--- config.mk ---
export PLATFORM = sky130hd
export DESIGN_NAME = dram_generate_instruction
export DESIGN_NICKNAME = d
export VERILOG_FILES = /design/src/rtl/dram_generate_instruction.sv
export SDC_FILE = /design/constraint.sdc
export NUM_CORES = 2
export LEC_CHECK = 0
export BUFFER_PORTS_ARGS = -buffer_cell sky130_fd_sc_hd__buf_2
export CAP_MARGIN = 10
export CORE_MARGIN = 3
export CORE_UTILIZATION = 61
export CTS_CLUSTER_DIAMETER = 100
export DETAILED_ROUTE_END_ITERATION = 6
export PLACE_DENSITY = 0.78
export SETUP_SLACK_MARGIN = 0.05
export SYNTH_ARGS = -nofsm -noshare
export SYNTH_HDL_FRONTEND = slang
export SYNTH_SLANG_ARGS = --single-unit
--- constraint.sdc ---
create_clock -name clk -period 4.9 [get_ports clk]
set_input_delay 0.49 -clock clk [delete_from_list [all_inputs] [get_ports clk]]
set_output_delay 0.49 -clock clk [all_outputs]
set_load 0.005 [all_outputs]
--- src/rtl/dram_generate_instruction.sv ---
// rtl/dram_generate_instruction.sv - FCFS PRE/ACT/RD/WR command generator for one 16-bank DDR4-style rank
module dram_generate_instruction #(
    parameter int T_RCD   = 14,
    parameter int T_RP    = 14,
    parameter int T_RAS   = 32,
    parameter int T_RTP   = 8,
    parameter int T_WR    = 16,
    parameter int CWL     = 12,
    parameter int BURST   = 4,
    parameter int T_CCD_L = 6,
    parameter int T_CCD_S = 4,
    parameter int T_RRD_L = 6,
    parameter int T_RRD_S = 4,
    parameter int T_WTR   = 6
) (
    input  logic        clk,
    input  logic        reset,
    input  logic [31:0] address,
    input  logic        r_w,
    input  logic [31:0] write_data,
    input  logic        fifo_empty,
    output logic        pop,
    output logic [2:0]  command
);

    localparam int CW = 7;
    typedef logic [CW-1:0] cnt_t;

    localparam logic [2:0] CMD_NOP = 3'd0;
    localparam logic [2:0] CMD_PRE = 3'd1;
    localparam logic [2:0] CMD_ACT = 3'd2;
    localparam logic [2:0] CMD_RD  = 3'd3;
    localparam logic [2:0] CMD_WR  = 3'd4;

    // Each load value is T-1: the dependent command becomes legal exactly T cycles after issue.
    localparam cnt_t LD_RCD    = cnt_t'(T_RCD - 1);
    localparam cnt_t LD_RP     = cnt_t'(T_RP - 1);
    localparam cnt_t LD_RAS    = cnt_t'(T_RAS - 1);
    localparam cnt_t LD_RTP    = cnt_t'(T_RTP - 1);
    localparam cnt_t LD_WR_PRE = cnt_t'(CWL + BURST + T_WR - 1);
    localparam cnt_t LD_WTR    = cnt_t'(CWL + BURST + T_WTR - 1);
    localparam cnt_t LD_CCD_L  = cnt_t'(T_CCD_L - 1);
    localparam cnt_t LD_CCD_S  = cnt_t'(T_CCD_S - 1);
    localparam cnt_t LD_RRD_L  = cnt_t'(T_RRD_L - 1);
    localparam cnt_t LD_RRD_S  = cnt_t'(T_RRD_S - 1);

    // Saturating one-per-cycle decrement.
    function automatic cnt_t dec_sat(input cnt_t c);
        return (c == '0) ? '0 : c - cnt_t'(1);
    endfunction

    // New constraint never shortens an existing, stricter one.
    function automatic cnt_t load_max(input cnt_t c, input cnt_t t);
        cnt_t d;
        d = dec_sat(c);
        return (d > t) ? d : t;
    endfunction

    function automatic cnt_t cmax(input cnt_t a, input cnt_t b);
        return (a > b) ? a : b;
    endfunction

    // Head request decode
    logic [3:0]  tgt_bank;
    logic [1:0]  tgt_bg;
    logic [13:0] tgt_row;

    assign tgt_bank = address[15:12];
    assign tgt_bg   = address[15:14];
    assign tgt_row  = address[29:16];

    // Payload and column bits do not affect command selection.
    logic unused_bits;
    assign unused_bits = ^{write_data, address[31:30], address[11:0]};

    // Flattened views of per-bank state for the decision mux
    logic [15:0] open_vec;
    logic [13:0] row_vec [16];
    cnt_t        act_vec [16];
    cnt_t        pre_vec [16];
    cnt_t        rd_vec  [16];
    cnt_t        wr_vec  [16];

    logic [2:0]  cmd_c;
    logic        pop_c;

    // Strict FCFS decision for the head request only; pop only with its column command.
    always_comb begin
        cmd_c = CMD_NOP;
        pop_c = 1'b0;
        if (!reset && !fifo_empty) begin
            if (open_vec[tgt_bank]) begin
                if (row_vec[tgt_bank] == tgt_row) begin
                    if (!r_w && rd_vec[tgt_bank] == '0) begin
                        cmd_c = CMD_RD;
                        pop_c = 1'b1;
                    end else if (r_w && wr_vec[tgt_bank] == '0) begin
                        cmd_c = CMD_WR;
                        pop_c = 1'b1;
                    end
                end else if (pre_vec[tgt_bank] == '0) begin
                    cmd_c = CMD_PRE;
                end
            end else if (act_vec[tgt_bank] == '0) begin
                cmd_c = CMD_ACT;
            end
        end
    end

    assign command = cmd_c;
    assign pop     = pop_c;

    // Column-to-column spacing depends on whether the bank shares the target's bank group.
    for (genvar i = 0; i < 16; i++) begin : bank_info
        localparam logic [3:0] IDX = 4'(i);

        logic        open_q;
        logic [13:0] open_row_q;
        cnt_t        t_can_act;
        cnt_t        t_can_pre;
        cnt_t        t_can_rd;
        cnt_t        t_can_wr;

        logic        hit;
        logic        same_bg;
        cnt_t        ccd_ld;
        cnt_t        rrd_ld;

        assign hit     = (tgt_bank == IDX);
        assign same_bg = (tgt_bg == IDX[3:2]);
        assign ccd_ld  = same_bg ? LD_CCD_L : LD_CCD_S;
        assign rrd_ld  = same_bg ? LD_RRD_L : LD_RRD_S;

        // Per-bank open-row tracking and timing counters, updated on each issued command.
        always_ff @(posedge clk) begin
            if (reset) begin
                open_q     <= 1'b0;
                open_row_q <= '0;
                t_can_act  <= '0;
                t_can_pre  <= '0;
                t_can_rd   <= '0;
                t_can_wr   <= '0;
            end else begin
                t_can_act <= dec_sat(t_can_act);
                t_can_pre <= dec_sat(t_can_pre);
                t_can_rd  <= dec_sat(t_can_rd);
                t_can_wr  <= dec_sat(t_can_wr);
                case (cmd_c)
                    CMD_ACT: begin
                        if (hit) begin
                            open_q     <= 1'b1;
                            open_row_q <= tgt_row;
                            t_can_rd   <= load_max(t_can_rd, LD_RCD);
                            t_can_wr   <= load_max(t_can_wr, LD_RCD);
                            t_can_pre  <= load_max(t_can_pre, LD_RAS);
                        end else begin
                            t_can_act  <= load_max(t_can_act, rrd_ld);
                        end
                    end
                    CMD_RD: begin
                        if (hit) begin
                            t_can_pre <= load_max(t_can_pre, LD_RTP);
                        end
                        t_can_rd <= load_max(t_can_rd, ccd_ld);
                        t_can_wr <= load_max(t_can_wr, ccd_ld);
                    end
                    CMD_WR: begin
                        if (hit) begin
                            t_can_pre <= load_max(t_can_pre, LD_WR_PRE);
                        end
                        t_can_rd <= load_max(t_can_rd, cmax(ccd_ld, LD_WTR));
                        t_can_wr <= load_max(t_can_wr, ccd_ld);
                    end
                    CMD_PRE: begin
                        if (hit) begin
                            open_q    <= 1'b0;
                            t_can_act <= load_max(t_can_act, LD_RP);
                        end
                    end
                    default: ;
                endcase
            end
        end

        assign open_vec[i] = open_q;
        assign row_vec[i]  = open_row_q;
        assign act_vec[i]  = t_can_act;
        assign pre_vec[i]  = t_can_pre;
        assign rd_vec[i]   = t_can_rd;
        assign wr_vec[i]   = t_can_wr;
    end

endmodule

-- After elaboration in Yosys (flattened, before gate mapping)
Index checks and enable logic that the tools add are counted.
- add/subtract/negate cells: 64
- magnitude comparators: 150
- equal/unequal tests: 55
- mux-type cells: 453
- bitwise logic cells: 1
- reduce and logical (&&, ||, !) cells: 111
- operator list (kind ; number):
    $mux W7 ; 313
    $pmux W7 S2 ; 48
    $logic_not A7 Y1 ; 68
    $sub A7 B1 Y7 const B ; 64
    $gt A7 B7 Y1 ; 49
    $gt A7 B4 Y1 const B ; 48
    $pmux W7 S3 ; 16
    $gt A7 B5 Y1 const B ; 17
    $bmux W7 S4 ; 4
    $gt A7 B3 Y1 const B ; 16
    $gt A7 B3 Y1 ; 12
    $ne A2 B2 Y1 const B ; 32
    $bmux W14 S4 ; 1
    $reduce_and A3 Y1 ; 16
    $mux W1 ; 39
    $eq A4 B4 Y1 const B ; 8
    $pmux W1 S2 ; 16
    $reduce_and A2 Y1 ; 16
    $mux W14 ; 2
    $mux W3 ; 9
    $gt A7 B5 Y1 ; 3
    $eq A4 B3 Y1 const B ; 4
    $gt A3 B5 Y1 const B ; 3
    $mux W5 ; 3
    other kinds (19) ; 27
- bits in registers: 688
- input bits: 68
- output and inout port bits: 4
- logic and storage cells: 930

-- Longest topological paths before layout
- depth after elaboration: 14
- depth in mapped cells: 19
- gate-level depth less buffers: 14

-- Worst setup path before layout
Ideal clock, no wire load.
- path kind: input to register
- start: input address[15]
- end: register bank_info[3].open_row_q[10]
- arrival: 3.664 ns
- required time: 4.779 ns
- path slack: 1.115 ns
- stages on the path: 16
- buffers on the path: 6
- cells stage by stage: buf_6 -> buf_6 -> buf_6 -> mux4_2 -> mux2_2 -> nor2_1 -> nor2_1 -> a32oi_2 -> nand4_4 -> or4_1 -> buf_2 -> and2_4 -> buf_6 -> nand3_4 -> buf_12 -> mux2_4
- cells in the longest elaborated chain, start to end: 13
- RTL lines (item ; RTL line ; text):
    start, declared ; 18 ; input logic [31:0] address,
    $not A4 Y5 (implied by the code) ; -- ;
    $bmux W7 S4 ; 97 ; end else if (r_w && wr_vec[tgt_bank] == '0) begin
    $mux W7 (implied by the code) (2 in a row) ; 97 ;
    $logic_not A7 Y1 ; 97 ;
    $logic_and A1 B1 Y1 ; 97 ;
    $mux W3 ; 97 ;
    $mux W3 ; 94 ; if (!r_w && rd_vec[tgt_bank] == '0) begin
    $mux W3 ; 93 ; if (row_vec[tgt_bank] == tgt_row) begin
    $mux W3 ; 92 ; if (open_vec[tgt_bank]) begin
    $mux W3 ; 91 ; if (!reset && !fifo_empty) begin
    $eq A3 B2 Y1 ; 148 ; case (cmd_c)
    $reduce_and A2 Y1 (no line) * ; -- ;
    end signal, assigned ; 152 ; open_row_q <= tgt_row;
    end, declared ; 118 ; logic [13:0] open_row_q;
Every way passes the cells marked *; elsewhere a longest branch is shown, timed or not. The select of a mux whose other input is x is not followed.
A chain may end at the register's enable or synchronous reset.

-- Worst setup path in the final report
- start: input address[15]
- end: output command[0]
- cells in the longest elaborated chain, start to end: 10
- RTL lines (item ; RTL line ; text):
    $not A4 Y5 (implied by the code) ; 93, 94, 101 ;
    $bmux W7 S4 ; 94 ;
    $mux W7 (implied by the code) (2 in a row) ; 94 ;
    $logic_not A7 Y1 ; 94 ;
    $logic_and A1 B1 Y1 ; 94 ;
    $mux W3 ; 94 ;
    $mux W3 ; 93 ;
    $mux W3 * ; 92 ;
    $mux W3 * ; 91 ;
    end, declared ; 23 ; output logic [2:0] command
Marks and branches as above.

==> insert_results.sql <==
INSERT INTO impl_metrics (metric_group, metric, value, unit) VALUES
('finish', 'nets', '5370', ''),
('timing', 'worst_clock_skew', '0.0436', 'ns'),
('detailed_routing', 'wl_met3', '11300', 'µm'),
('critical_path', 'path_max_fanout', '20', ''),
('power_and_ir_drop', 'power', '0.0320', 'W'),
('power_and_ir_drop', 'p_sw', '0.0142', 'W'),
('critical_path', 'critical_path.top_delay_family', 'simple AND/OR/NAND/NOR gates', ''),
('timing', 'setup_repair_after_global_routing_missed_its_margin', 'no', ''),
('synth', 'synth_seq_cells', '688', ''),
('timing', 'worst-slew-pin-transition', '1.09', 'ns'),
('clocking', 'cts_buffers', '76', ''),
('power_and_ir_drop', 'switching_share', '44.3', '%'),
('clocking', 'post_cts.repair.setup_buffers', '0', ''),
('detailed_routing', 'detail_route.wl_per_cell', '19.8', 'µm'),
('detailed_routing', 'dr_total_vias', '38200', ''),
('flow_run', 'max_cap_violations', '0', ''),
('place', 'detailedPlacementHpwl', '79900', 'µm'),
('synth', 'synth_top_family_by_area', 'simple AND/OR/NAND/NOR gates', ''),
('floorplanning', 'chipWidth', '266', 'µm'),
('finish', 'multiInputGateArea', '0.0254', 'mm²'),
('synth', 'edff_count_synth', '0', ''),
('synth', 'synthesis.instances', '5115', ''),
('timing', 'final-setup-viol-count', '0', ''),
('detailed_routing', 'wl_met2', '52600', 'µm'),
('place', 'placed_cells', '5878', ''),
('synth', 'postSynth.topFlopCell', 'dfxtp_1', ''),
('detailed_routing', 'drt-total-wl', '119000', 'µm'),
('detailed_routing', 'drc_violations', '0', ''),
('clocking', 'clk_path_buf_depth', '3', ''),
('floorplanning', 'std_cell_rows', '94', ''),
('critical_path', 'critPathArrivalTime', '4.14', 'ns'),
('clocking', 'clkSinkCount', '688', ''),
('place', 'place_congestion', '0.961', ''),
('synth', 'syn_area_per_cell', '8.05', 'µm²'),
('place', 'port_buffers', '25', ''),
('grt', 'grt_start_max_net_pins', '85', ''),
('finish', 'filler_cell_count', '5439', ''),
('timing', 'report.final.slew_viol_count', '0', ''),
('synth', 'synth_xor_area_share', '4.83', '%'),
('finish', 'area.sequential', '0.0138', 'mm²'),
('synth', 'complex_gate_fraction_of_the_synthesized_area', '17.6', '%'),
('detailed_routing', 'drtPass1Iterations', '6', ''),
('synth', 'post_synth_mux_area_share', '9.12', '%'),
('power_and_ir_drop', 'cell_internal_pwr', '0.0178', 'W'),
('detailed_routing', 'initialDrtViolationCount', '3801', ''),
('min_path', 'hold_path_class', 'input pin to flop', ''),
('synth', 'synth_adder_area_share', '6.46', '%'),
('timing', 'final-hold-violation-count', '0', ''),
('finish', 'antenna_cells_inserted', '0', ''),
('power_and_ir_drop', 'ir_worst_vdd', '0.486', 'mV'),
('timing', 'setup_ws', '0.274', 'ns'),
('power_and_ir_drop', 'pwr-share-clk', '19.5', '%'),
('critical_path', 'cp.buffers_inverters', '4', ''),
('critical_path', 'path_cells', 'buf_4 > buf_4 > nand2b_1 > buf_4 > nor4_1 > a311oi_1 > o2111ai_1 > or4_1 > or2_2 > or3_1 > nand2_1 > buf_2', ''),
('timing', 'tns', '0', 'ns'),
('clocking', 'clk_pin_slew_worst_paths', '0.06', 'ns'),
('critical_path', 'critPathKind', 'input pin to output port', ''),
('floorplanning', 'initial_core_util', '62.0', '%'),
('finish', 'layout-drive-gt1-share', '8.56', '%'),
('synth', 'synth_cell_types', '104', ''),
('power_and_ir_drop', 'leakagePower', '17.8', 'nW'),
('floorplanning', 'die_area', '0.0706', 'mm²'),
('synth', 'yosys.area_share.simple', '23.6', '%'),
('grt', 'via_count_of_the_first_global_routing_pass', '36100', ''),
('clocking', 'insertion_delay', '0.65', 'ns'),
('power_and_ir_drop', 'seq_power_share', '26.8', '%'),
('synth', 'netlist_area', '0.0412', 'mm²'),
('critical_path', 'critPathMaxStageDelay', '0.71', 'ns'),
('status', 'run_status', 'completed', ''),
('clocking', 'tritoncts', 'built', ''),
('grt', 'grt_pass1_wl', '190000', 'µm');
==> worst reg2reg max path, stage by stage (launching register included) <==
cell,delay [ns]
dfxtp_1,0.37
or4_1,0.60
nor4b_1,0.46
o31ai_1,0.14
buf_4,0.18
o311ai_1,0.17
nand4_1,0.34
or2_4,0.43
o31ai_1,0.13
nand2_2,0.10
inv_2,0.25
nand3_4,0.42
mux2_4,0.44
==> layout by cell type, fill, tap and decap left out, types with 37 or more instances in the layout <==
| master | instances |
|---|---|
| nor2_1 | 728 |
| dfxtp_1 | 688 |
| nand2_1 | 489 |
| a21oi_1 | 435 |
| nor3_1 | 268 |
| mux2i_1 | 247 |
| ha_1 | 210 |
| inv_1 | 203 |
| o21ai_0 | 161 |
| xnor2_1 | 136 |
| buf_4 | 121 |
| a31oi_1 | 94 |
| xor2_1 | 91 |
| clkbuf_16 | 77 |
| nand2b_1 | 73 |
| nor4_1 | 61 |
| nand3_1 | 56 |
| nor2b_1 | 52 |
| and3_1 | 48 |
| o22ai_1 | 47 |
| a211oi_1 | 45 |
| or3_1 | 43 |
| mux4_2 | 43 |
| nor3b_1 | 42 |
| or4_1 | 40 |
| or2_2 | 40 |
| o21a_1 | 37 |
==> cells by family (layout without fill, tap and decap cells) <==
group,count (synthesis),in the layout
compound gates,1144,1144
xor+xnor,227,227
fa+ha+maj,213,213
buf+inv,467,506
flops,688,688
mux,312,312
simple gates,2064,2064
==> layout make-up <==
type,count,area share [%]
sequential,688,30.5
multi-input combinational,3960,56.3
clock inverter,35,1.25
timing repair buffer,158,2.92
clock buffer,105,4.88
inverter,208,1.73
tap,864,2.39
==> sequential cells by signal (all words and copies together) (netlist names) <==
register / flops
bank_info.t_can_pre: 112
bank_info.t_can_rd: 112
bank_info.open_row_q: 224
bank_info.open_q: 16
bank_info.t_can_wr: 112
bank_info.t_can_act: 112
==> power by group through the flow <==
stage / combinational (W) / sequential, W / clock [W]
global route: 0.0194 / 0.00882 / 0.00653
CTS: 0.0169 / 0.00855 / 0.00630
floorplan: 0.0138 / 0.00820 / 0
finish: 0.0172 / 0.00860 / 0.00624
detailed placement: 0.0167 / 0.00864 / 0
global placement: 0.0163 / 0.00860 / 0
==> layer usage <==
| metal | up-vias | global-route usage, % |
|---|---|---|
| li1 | 18200 | - |
| met1 | 18000 | 43.1 |
| met2 | 1599 | 52.4 |
| met3 | 385 | 6.82 |
| met4 | 6 | 15.1 |
| met5 | - | 0 |
==> per-stage QoR <==
| stage | hold WS, ns | instance area [µm²] |
|---|---|---|
| after detailed placement | 0.445 | 42400 |
| after floorplan | 0.420 | 41200 |
| after global routing | 0.257 | 45200 |
| after global placement | 0.431 | 42400 |
| after CTS | 0.210 | 45200 |
| final | 0.217 | 45200 |
==> Yosys cell counts, drive strengths merged (20+ instances only) <==
library cell | count | share of area [%]
clkbuf | 163 | 1.5
inv | 206 | 1.9
and3 | 48 | 0.73
nor4 | 64 | 1.0
nand2 | 490 | 4.5
or3 | 43 | 0.65
nor3 | 269 | 3.3
a21oi | 435 | 5.3
a31oi | 94 | 1.4
o22ai | 47 | 0.71
nor3b | 42 | 0.77
o21ai | 167 | 2.0
mux4 | 45 | 2.5
a221oi | 33 | 0.72
a211oi | 47 | 0.88
mux2 | 20 | 0.63
nand3 | 57 | 0.72
xor2 | 91 | 1.9
or2 | 42 | 0.64
or4 | 41 | 0.76
o31ai | 25 | 0.46
nor2 | 742 | 6.8
ha | 210 | 6.4
o21a | 37 | 0.67
dfxtp | 688 | 33
nor2b | 52 | 0.79
a22oi | 28 | 0.51
buf | 96 | 1.5
xnor2 | 136 | 2.9
and2 | 35 | 0.54
nand2b | 73 | 1.1
mux2i | 247 | 6.0
a21o | 29 | 0.53
==> worst paths after layout <==
| path | start | endpoint | slack [ns] | depth (start not counted) |
|---|---|---|---|---|
| worst max-delay path | address[15] | command[0] | 0.27 | 12 |
| worst min-delay path | reset | bank_info[12].t_can_wr[6]$_SDFF_PP0_ | 0.22 | 2 |
| worst max register to register | bank_info[12].t_can_act[2]$_SDFF_PP0_ | bank_info[3].open_row_q[4]$_SDFFE_PP0P_ | 0.77 | 12 |
| worst min register to register | bank_info[5].t_can_wr[6]$_SDFF_PP0_ | bank_info[5].t_can_wr[6]$_SDFF_PP0_ | 0.45 | 2 |
Note: power is estimated with default switching activity, not from simulation.
